<file path="config.mk">
export PLATFORM = sky130hd
export DESIGN_NAME = ema_feeder_flat
export DESIGN_NICKNAME = d
export VERILOG_FILES = /design/src/rtl/ema_feeder_if.sv /design/src/rtl/ema_feeder.sv /design/src/flat_wrapper.sv
export SDC_FILE = /design/constraint.sdc
export NUM_CORES = 1
export LEC_CHECK = 0
export ABC_AREA = 1
export BUFFER_PORTS_ARGS = -buffer_cell sky130_fd_sc_hd__buf_4
export CORE_UTILIZATION = 60
export CTS_BUF_LIST = sky130_fd_sc_hd__clkbuf_4
export DETAILED_ROUTE_END_ITERATION = 6
export PLACE_DENSITY = 0.85
export SLEW_MARGIN = 10
export SYNTH_ARGS = -nofsm -noshare
export SYNTH_HDL_FRONTEND = slang
export SYNTH_SLANG_ARGS = --single-unit
</file>
<file path="constraint.sdc">
create_clock -name clk -period 2.76 [get_ports clk]
set_input_delay 0.414 -clock clk [delete_from_list [all_inputs] [get_ports clk]]
set_output_delay 0.414 -clock clk [all_outputs]
set_load 0.05 [all_outputs]
</file>
<file path="src/rtl/ema_feeder_if.sv">
// rtl/ema_feeder_if.sv - source/filter handshake bundle for the EMA feeder
interface ema_feeder_if #(
   parameter int Win   = 16,
   parameter int DEPTH = 8
);
   localparam int LW = $clog2(DEPTH) + 1;

   logic signed [Win-1:0] s_data_i;
   logic                  s_valid_i;
   logic                  s_ready_o;
   logic        [Win-2:0] alpha_cfg_i;
   logic                  clr_ovf_i;
   logic                  overflow_o;
   logic         [LW-1:0] level_o;
   logic signed [Win-1:0] x_o;
   logic        [Win-2:0] alpha_o;
   logic                  valid_o;
   logic                  busy_i;
   logic                  done_i;

   modport slave (
      input  s_data_i, s_valid_i, alpha_cfg_i, clr_ovf_i, busy_i, done_i,
      output s_ready_o, overflow_o, level_o, x_o, alpha_o, valid_o
   );

   modport master (
      output s_data_i, s_valid_i, alpha_cfg_i, clr_ovf_i, busy_i, done_i,
      input  s_ready_o, overflow_o, level_o, x_o, alpha_o, valid_o
   );
endinterface

</file>
<file path="src/rtl/ema_feeder.sv">
// rtl/ema_feeder.sv - sample FIFO that issues one sample at a time to an EMA filter
module ema_feeder #(
   parameter int Win   = 16,
   parameter int DEPTH = 8
) (
   input  logic        clk,
   input  logic        rst,
   ema_feeder_if.slave bus
);
   localparam int PW = $clog2(DEPTH);
   localparam int LW = $clog2(DEPTH) + 1;

   localparam logic [1:0] S_IDLE  = 2'd0;
   localparam logic [1:0] S_ISSUE = 2'd1;
   localparam logic [1:0] S_WAIT  = 2'd2;

   logic [1:0]            state_q, state_d;
   logic [PW-1:0]         wr_ptr_q, wr_ptr_d;
   logic [PW-1:0]         rd_ptr_q, rd_ptr_d;
   logic [LW-1:0]         level_q, level_d;
   logic                  ovf_q, ovf_d;
   logic signed [Win-1:0] x_q, x_d;
   logic [Win-2:0]        alpha_q, alpha_d;
   logic                  valid_q, valid_d;
   logic                  full, push, drop, pop;

   logic signed [Win-1:0] fifo_mem [DEPTH];

   always_comb begin
      // Push acceptance looks only at the current level, never at a same-cycle pop.
      full = (level_q == LW'(DEPTH));
      push = bus.s_valid_i && !full;
      drop = bus.s_valid_i && full;
      pop  = (state_q == S_IDLE) && (level_q != '0) && !bus.busy_i;

      wr_ptr_d = push ? wr_ptr_q + PW'(1) : wr_ptr_q;
      rd_ptr_d = pop  ? rd_ptr_q + PW'(1) : rd_ptr_q;
      level_d  = level_q + LW'(push) - LW'(pop);

      if (drop) begin
         ovf_d = 1'b1;
      end else if (bus.clr_ovf_i) begin
         ovf_d = 1'b0;
      end else begin
         ovf_d = ovf_q;
      end

      x_d     = pop ? fifo_mem[rd_ptr_q] : x_q;
      alpha_d = pop ? bus.alpha_cfg_i    : alpha_q;

      state_d = state_q;
      case (state_q)
         S_IDLE:  if (pop) state_d = S_ISSUE;
         S_ISSUE: state_d = S_WAIT;
         S_WAIT:  if (bus.done_i) state_d = S_IDLE;
         default: state_d = S_IDLE;
      endcase

      valid_d = (state_d == S_ISSUE);
   end

   always_ff @(posedge clk or posedge rst) begin
      if (rst) begin
         state_q  <= S_IDLE;
         wr_ptr_q <= '0;
         rd_ptr_q <= '0;
         level_q  <= '0;
         ovf_q    <= 1'b0;
         x_q      <= '0;
         alpha_q  <= '0;
         valid_q  <= 1'b0;
      end else begin
         state_q  <= state_d;
         wr_ptr_q <= wr_ptr_d;
         rd_ptr_q <= rd_ptr_d;
         level_q  <= level_d;
         ovf_q    <= ovf_d;
         x_q      <= x_d;
         alpha_q  <= alpha_d;
         valid_q  <= valid_d;
      end
   end

   // Storage carries no reset; pointers and level define which entries are live.
   always_ff @(posedge clk) begin
      if (push) begin
         fifo_mem[wr_ptr_q] <= bus.s_data_i;
      end
   end

   assign bus.s_ready_o  = !full;
   assign bus.overflow_o = ovf_q;
   assign bus.level_o    = level_q;
   assign bus.x_o        = x_q;
   assign bus.alpha_o    = alpha_q;
   assign bus.valid_o    = valid_q;
endmodule

</file>
<file path="src/flat_wrapper.sv">
// flat-port wrapper written by rule: the top's interface ports become plain ports
module ema_feeder_flat 
#(
   parameter int Win   = 16,
   parameter int DEPTH = 8
)
  (clk, rst, bus_s_data_i, bus_s_valid_i, bus_alpha_cfg_i, bus_clr_ovf_i, bus_busy_i, bus_done_i, bus_s_ready_o, bus_overflow_o, bus_level_o, bus_x_o, bus_alpha_o, bus_valid_o);
  ema_feeder_if #(.Win(Win), .DEPTH(DEPTH)) bus_i ();
  input  logic clk;
  input  logic rst;
  input wire logic [$bits(bus_i.s_data_i)-1:0] bus_s_data_i;
  input wire logic [$bits(bus_i.s_valid_i)-1:0] bus_s_valid_i;
  input wire logic [$bits(bus_i.alpha_cfg_i)-1:0] bus_alpha_cfg_i;
  input wire logic [$bits(bus_i.clr_ovf_i)-1:0] bus_clr_ovf_i;
  input wire logic [$bits(bus_i.busy_i)-1:0] bus_busy_i;
  input wire logic [$bits(bus_i.done_i)-1:0] bus_done_i;
  output wire logic [$bits(bus_i.s_ready_o)-1:0] bus_s_ready_o;
  output wire logic [$bits(bus_i.overflow_o)-1:0] bus_overflow_o;
  output wire logic [$bits(bus_i.level_o)-1:0] bus_level_o;
  output wire logic [$bits(bus_i.x_o)-1:0] bus_x_o;
  output wire logic [$bits(bus_i.alpha_o)-1:0] bus_alpha_o;
  output wire logic [$bits(bus_i.valid_o)-1:0] bus_valid_o;
  assign bus_i.s_data_i = bus_s_data_i;
  assign bus_i.s_valid_i = bus_s_valid_i;
  assign bus_i.alpha_cfg_i = bus_alpha_cfg_i;
  assign bus_i.clr_ovf_i = bus_clr_ovf_i;
  assign bus_i.busy_i = bus_busy_i;
  assign bus_i.done_i = bus_done_i;
  assign bus_s_ready_o = bus_i.s_ready_o;
  assign bus_overflow_o = bus_i.overflow_o;
  assign bus_level_o = bus_i.level_o;
  assign bus_x_o = bus_i.x_o;
  assign bus_alpha_o = bus_i.alpha_o;
  assign bus_valid_o = bus_i.valid_o;
  ema_feeder #(.Win(Win), .DEPTH(DEPTH)) u_core (.clk(clk), .rst(rst), .bus(bus_i));
endmodule
</file>
==> results of run 1 <==
==> what timing repair did <==
action	in CTS	in global routing
buffers inserted	0	0
hold endpoints to repair	10	0
hold buffers	10	0
gates resized for setup	0	0
==> cell families after synthesis <==
kind of cell    synth area share (%)
flops                          67.98
fa+ha+maj                      1.643
compound gates                0.3937
buf+inv                        8.797
simple gates                   20.59
xor+xnor                      0.5990
==> report_power, final <==
| group | internal [mW] | leakage (nW) | switching, mW |
|---|---|---|---|
| Sequential | 3.41 | 1.71 | 0.245 |
| Combinational | 1.16 | 2.05 | 2.88 |
| Clock | 0.553 | 0.159 | 0.883 |
==> cell type report <==
type | instances | area [um^2] | area share [%]
clock buffer | 17 | 127.6 | 1.529
clock inverter | 15 | 163.9 | 1.963
inverter | 117 | 441.7 | 5.290
multi-input combinational | 381 | 1698 | 20.34
sequential | 173 | 4971 | 59.54
tap | 143 | 178.9 | 2.143
timing repair buffer | 99 | 768.2 | 9.201
==> path summary, 6_finish.rpt <==
check	from	slack, ns	endpoint
min in group asynchronous	rst	0.05	u_core.bus.alpha_o[2]$_DFFE_PP0P_
worst max-delay path	u_core.bus.level_o[2]$_DFF_PP0_	0.69	u_core.bus.level_o[2]$_DFF_PP0_
worst min register to register	u_core.bus.x_o[11]$_DFFE_PP0P_	0.50	u_core.bus.x_o[11]$_DFFE_PP0P_
worst max register to register	u_core.bus.level_o[2]$_DFF_PP0_	0.69	u_core.bus.level_o[2]$_DFF_PP0_
worst min-delay path	bus_alpha_cfg_i[10]	0.04	u_core.bus.alpha_o[10]$_DFFE_PP0P_
max in group asynchronous	rst	2.08	u_core.rd_ptr_q[0]$_DFFE_PP0P_
==> critical path, delay by kind of cell (launching register included) <==
family	cells	cell delay [ns]
and+or+nand+nor	2	0.19
xor gates and xnor gates	1	0.17
adders and majority gates	4	1.02
DFF	1	0.40
buffers and inverters	3	0.18
==> layer usage <==
metal	up-vias	part of all wire [%]	global-route usage (%)
met1	2380	39	33.47
met5	-	0	0
met4	0	2.7	12.62
met3	48	9.0	6.425
li1	2400	-	-
met2	274	49	45.38
==> metrics by stage <==
| step | hold slack (ns) | instances | instance area [um^2] |
|---|---|---|---|
| 6_report | 0.03827 | 945 | 8349 |
| 5_1_grt | 0.008904 | 945 | 8349 |
| 4_1_cts | 0.001421 | 945 | 8349 |
| 3_5_place_dp | 0.4690 | 903 | 7958 |
| 3_3_place_gp | 0.4632 | 903 | 7958 |
| 2_1_floorplan | 0.4923 | 701 | 7311 |
==> flip-flops by register name, indices dropped and copies added (netlist names) <==
signal / flops
u_core.bus.level_o: 4
u_core.fifo_mem: 128
u_core.wr_ptr_q: 3
u_core.bus.x_o: 16
u_core.state_q: 2
u_core.rd_ptr_q: 3
u_core.bus.valid_o: 1
u_core.bus.alpha_o: 15
u_core.bus.overflow_o: 1
==> cell usage in the layout (no fill, tap or decap), types with 2 or more instances in the layout <==
cell / instances
buf_4: 89
bufinv_16: 2
clkbuf_4: 17
clkinv_2: 3
clkinv_4: 5
dfrtp_1: 44
dlygate4sd3_1: 10
edfxtp_1: 128
ha_1: 8
inv_1: 110
inv_2: 5
inv_6: 3
nand2_1: 250
nand3_1: 97
nand3_2: 2
nor2_1: 10
o21ai_0: 2
xor2_1: 4
==> results.json, run 1 <==
{
  "clockRootBuffer": "clkbuf_4",
  "synth_cell_area_um2": 7311,
  "report.final.setup_viol": 0,
  "synth_area_per_cell_um2": 10.43,
  "hold_viol": 0,
  "clock_tree.buffer_depth": 2,
  "power.total_mw": 9.125,
  "status": "complete, no violations",
  "synthCells": 701,
  "hpwlAfterDp_um": 9224,
  "path_class": "flop to flop",
  "drcViolationCount": 0,
  "postRouteAntennaNets": 0,
  "drt_first_iter_violations": 490,
  "synth_area_leader_cell": "edfxtp_1",
  "synthArstFlopShare_pct": 26.01,
  "power.leakage_nw": 3.919,
  "detailedRoute.firstPassIterationCount": 5,
  "slowest_stage": "dfrtp_1",
  "final.setup.tns_ns": 0,
  "count_of_buffers_inserted_at_the_top_level_ports": 74,
  "critical_path.most_common_cell": "ha_1",
  "gr-usage-all-layers_pct": 27.03,
  "antenna_cells_inserted": 0,
  "final_core_util_pct": 71.59,
  "grt_remaining_overflow": 0,
  "tritoncts": "yes",
  "critical_path.cell_chain": "inv_1 -> ha_1 -> nand3_2 -> nand2_4 -> inv_4 -> ha_1 -> inv_1 -> ha_1 -> fa_1 -> xor2_1",
  "wl_um": 15490,
  "min_path_cells": 3,
  "time_the_final_worst_path_needs_with_i_o_delays_and_setup_ns": 2.069,
  "die_area_um2": 12630,
  "yosys.cell_types.count": 25,
  "first_pass_grt_wire_length_um": 25270,
  "htree_levels": 4,
  "dr_total_vias": 5102,
  "synth-seq-cells": 173,
  "cp_slowest_stage_delay_ns": 0.40,
  "worst_slew_margin_rel_pct": 37.42,
  "die_y_um": 112.4,
  "synthTopCellsByArea": "edfxtp_1, dfrtp_1, nand2_1",
  "arrival_ns": 2.54,
  "number_of_buffers_created_by_cts": 17,
  "ys.warnings.count": 0,
  "yosysMostFrequentCell": "nand2_1",
  "synth_common_cells": "nand2_1, edfxtp_1, inv_1",
  "slew_violations": 0,
  "floorplan.initialDensity_pct": 62.69,
  "worst_pin_slew_ns": 0.9373,
  "worst_r2r_path_depth": 10,
  "cts.reportedPaths.clkPinSlew_ns": 0.13,
  "top_cell_type_s_share_of_synthesized_area_pct": 52.58,
  "placement_rows": 39,
  "die_w_um": 112.4,
  "vdd.ir_drop.worst_mv": 0.5798,
  "critical_path_peak_fanout": 3,
  "viasPerCell": 5.399,
  "core_area_um2": 11660,
  "worstSkewPairLatency_ns": 0.58,
  "antenna_found_initial": 0,
  "clock.fmax_ghz": 0.4832,
  "clock_sinks": 173,
  "grt_setup_unrepaired": "false",
  "drive_above_1_share_pct": 16.46,
  "critical_path.startpoint_type": "flop",
  "synth_sequential_area_ratio_pct": 67.98,
  "cellPowerDensity_nw_per_um2": 1093,
  "nFillCells": 790,
  "worst_ep_required_time_ns": 3.23,
  "design.portCount": 75,
  "finalCritPeriodShare_pct": 74.98,
  "dominant_register_cell_in_the_synthesized_netlist": "edfxtp_1",
  "cp-end-kind": "flop",
  "grt_max_degree": 66,
  "synth_edf_count": 128,
  "preCtsSetupSlack_ns": 0.7021,
  "worstHoldPathType": "input pin to flop",
  "gp_congestion": 0.8113,
  "timing.max_cap.violations": 0,
  "clock_skew_ns": 0.01253,
  "wl_per_cell_um": 16.40,
  "first_global_vias": 5213,
  "nNetsFinal": 835,
  "synth.net_count": 747,
  "syn2layout_area_growth_pct": 14.21,
  "postLayoutSetupSlackWorst_ns": 0.6905
}
Note: power is estimated with default switching activity, not from simulation.
==> run 2, diff against run 1 <==
clock period = 2 ns   (was 2.76 ns; I/O delays follow)
==> run 2 against run 1 <==
Against the previous run:
- critical path depth stayed put
- sequential cell count stayed put
- maximum frequency up 7.3%
- critical endpoint unchanged
- largest power group unchanged
==> results.json, run 2 (same netlist as run 1, synthesis figures left out) <==
{
  "status": "complete, no violations",
  "tritoncts": "yes",
  "preCtsSetupSlack_ns": 0.1149,
  "vdd.ir_drop.worst_mv": 0.7192,
  "report.final.setup_viol": 0,
  "finalCritPeriodShare_pct": 96.45,
  "groute.layer.met1.usage_pct": 37.56,
  "critical_path_peak_fanout": 3,
  "htree_levels": 4,
  "detailedRoute.firstPassIterationCount": 6,
  "worst_slew_margin_rel_pct": 57.79,
  "grt_setup_unrepaired": "false",
  "clock.fmax_ghz": 0.5184,
  "die_y_um": 112.4,
  "grt_remaining_overflow": 0,
  "syn2layout_area_growth_pct": 21.62,
  "drcViolationCount": 0,
  "wl_um": 16310,
  "worst_ep_required_time_ns": 2.45,
  "worst_pin_slew_ns": 0.6323,
  "die_w_um": 112.4,
  "antenna_found_initial": 0,
  "hold-worst-slack_ns": 0.03172,
  "final.setup.tns_ns": 0,
  "clockRootBuffer": "clkbuf_4",
  "gr-usage-all-layers_pct": 27.43,
  "placement_rows": 39,
  "gp_congestion": 0.8435,
  "cellPowerDensity_nw_per_um2": 1512,
  "timing.max_cap.violations": 0,
  "die_area_um2": 12630,
  "path_class": "flop to flop",
  "clock_tree.buffer_depth": 2,
  "dr_total_vias": 5200,
  "gr-usage-met3_pct": 4.644,
  "antenna_cells_inserted": 0,
  "core_area_um2": 11660,
  "power.leakage_nw": 4.078,
  "nFillCells": 681,
  "worstHoldPathType": "input pin to flop",
  "floorplan.initialDensity_pct": 62.69,
  "cp-end-kind": "flop",
  "largest_reg_flops": 128,
  "most_flops_register": "u_core.fifo_mem",
  "finish.instance_area_um2": 8891,
  "hpwlAfterDp_um": 10010,
  "placed_cell_area_um2": 8194,
  "hold_viol": 0,
  "final_common_cell": "nand2_1",
  "first_global_vias": 4948,
  "time_the_final_worst_path_needs_with_i_o_delays_and_setup_ns": 1.929,
  "wl_per_cell_um": 16.81,
  "global_route.usage.met2_pct": 43.89,
  "slew_violations": 0,
  "drive_above_1_share_pct": 18.62,
  "design.portCount": 75,
  "critical_path.startpoint_type": "flop",
  "clock_sinks": 173,
  "arrival_ns": 2.38,
  "postRouteAntennaNets": 0,
  "reg2reg_setup_slack_ns": 0.07,
  "cts.reportedPaths.clkPinSlew_ns": 0.12,
  "grt_max_degree": 66,
  "viasPerCell": 5.361,
  "count_of_buffers_inserted_at_the_top_level_ports": 74,
  "mostFrequentLayoutCells": "nand2_1, edfxtp_1, inv_1, nand3_1, buf_4",
  "nNetsFinal": 860,
  "number_of_buffers_created_by_cts": 17,
  "first_pass_grt_wire_length_um": 25450,
  "postLayoutSetupSlackWorst_ns": 0.07109,
  "clock_skew_ns": 0.01513,
  "gr-max-usage-layer": "met2",
  "worstSkewPairLatency_ns": 0.56,
  "drt_first_iter_violations": 627
}
## run 2: cell count changes in the layout (fill, tap and decap cells not counted), sizes merged
cell	delta
bufinv	+4
inv	-3
clkinv	-2
clkbuf	+1
buf	+1
dlygate4sd3	+24
## run 2: final cells by class
type	instances	area, um^2	area share, %
sequential	173	4976	55.97
multi-input combinational	381	1821	20.48
timing repair buffer	124	1116	12.55
inverter	117	442.9	4.982
clock inverter	14	221.5	2.491
tap	143	178.9	2.012
clock buffer	18	135.1	1.520
## run 2: path summary, 6_finish.rpt
check / startpoint / endpoint / depth (start not counted)
setup reg to reg: u_core.bus.level_o[2]$_DFF_PP0_ / u_core.bus.level_o[2]$_DFF_PP0_ / 10
max in group asynchronous: rst / u_core.rd_ptr_q[0]$_DFFE_PP0P_ / 4
min in group asynchronous: rst / u_core.bus.alpha_o[5]$_DFFE_PP0P_ / 3
setup / recovery: u_core.bus.level_o[2]$_DFF_PP0_ / u_core.bus.level_o[2]$_DFF_PP0_ / 10
hold reg to reg: u_core.bus.x_o[13]$_DFFE_PP0P_ / u_core.bus.x_o[13]$_DFFE_PP0P_ / 2
hold / removal: bus_done_i / u_core.state_q[1]$_DFF_PP0_ / 3
## run 2: metrics by stage
step                      total power [mW]  util [%]  cells
after CTS                            13.39     76.24    970
after detailed placement             10.96     70.26    904
after global routing                 14.12     76.24    970
final                                13.45     76.24    970
after global placement               10.75     70.26    904
after floorplan                      9.339         -    701
## run 2: worst max-delay path: stages, from the launching register on
cell     delay (ns)
dfrtp_2        0.43
inv_2          0.10
ha_4           0.13
nand3_2        0.09
nand2_4        0.08
inv_4          0.04
ha_4           0.25
inv_2          0.03
ha_4           0.15
fa_2           0.35
xor2_1         0.15
## run 2: routing by layer
layer	up-vias	wire length [um]
met5	-	0
met4	0	428
met3	42	1382
met2	249	7859
met1	2467	6636
li1	2442	-
## run 2: timing repair
| action | CTS | global route |
|---|---|---|
| hold endpoints to repair | 163 | 0 |
| setup buffers | 0 | 0 |
| resized for setup | 0 | 0 |
| endpoints found under the setup margin | 0 | 0 |
| hold buffers | 34 | 0 |
## run 2: power breakdown
group,leakage (nW),internal (mW),total [mW],switching [mW]
logic,2.18,1.82,5.97,4.15
clock network,0.186,1.24,2.38,1.14
registers,1.71,4.72,5.10,0.381
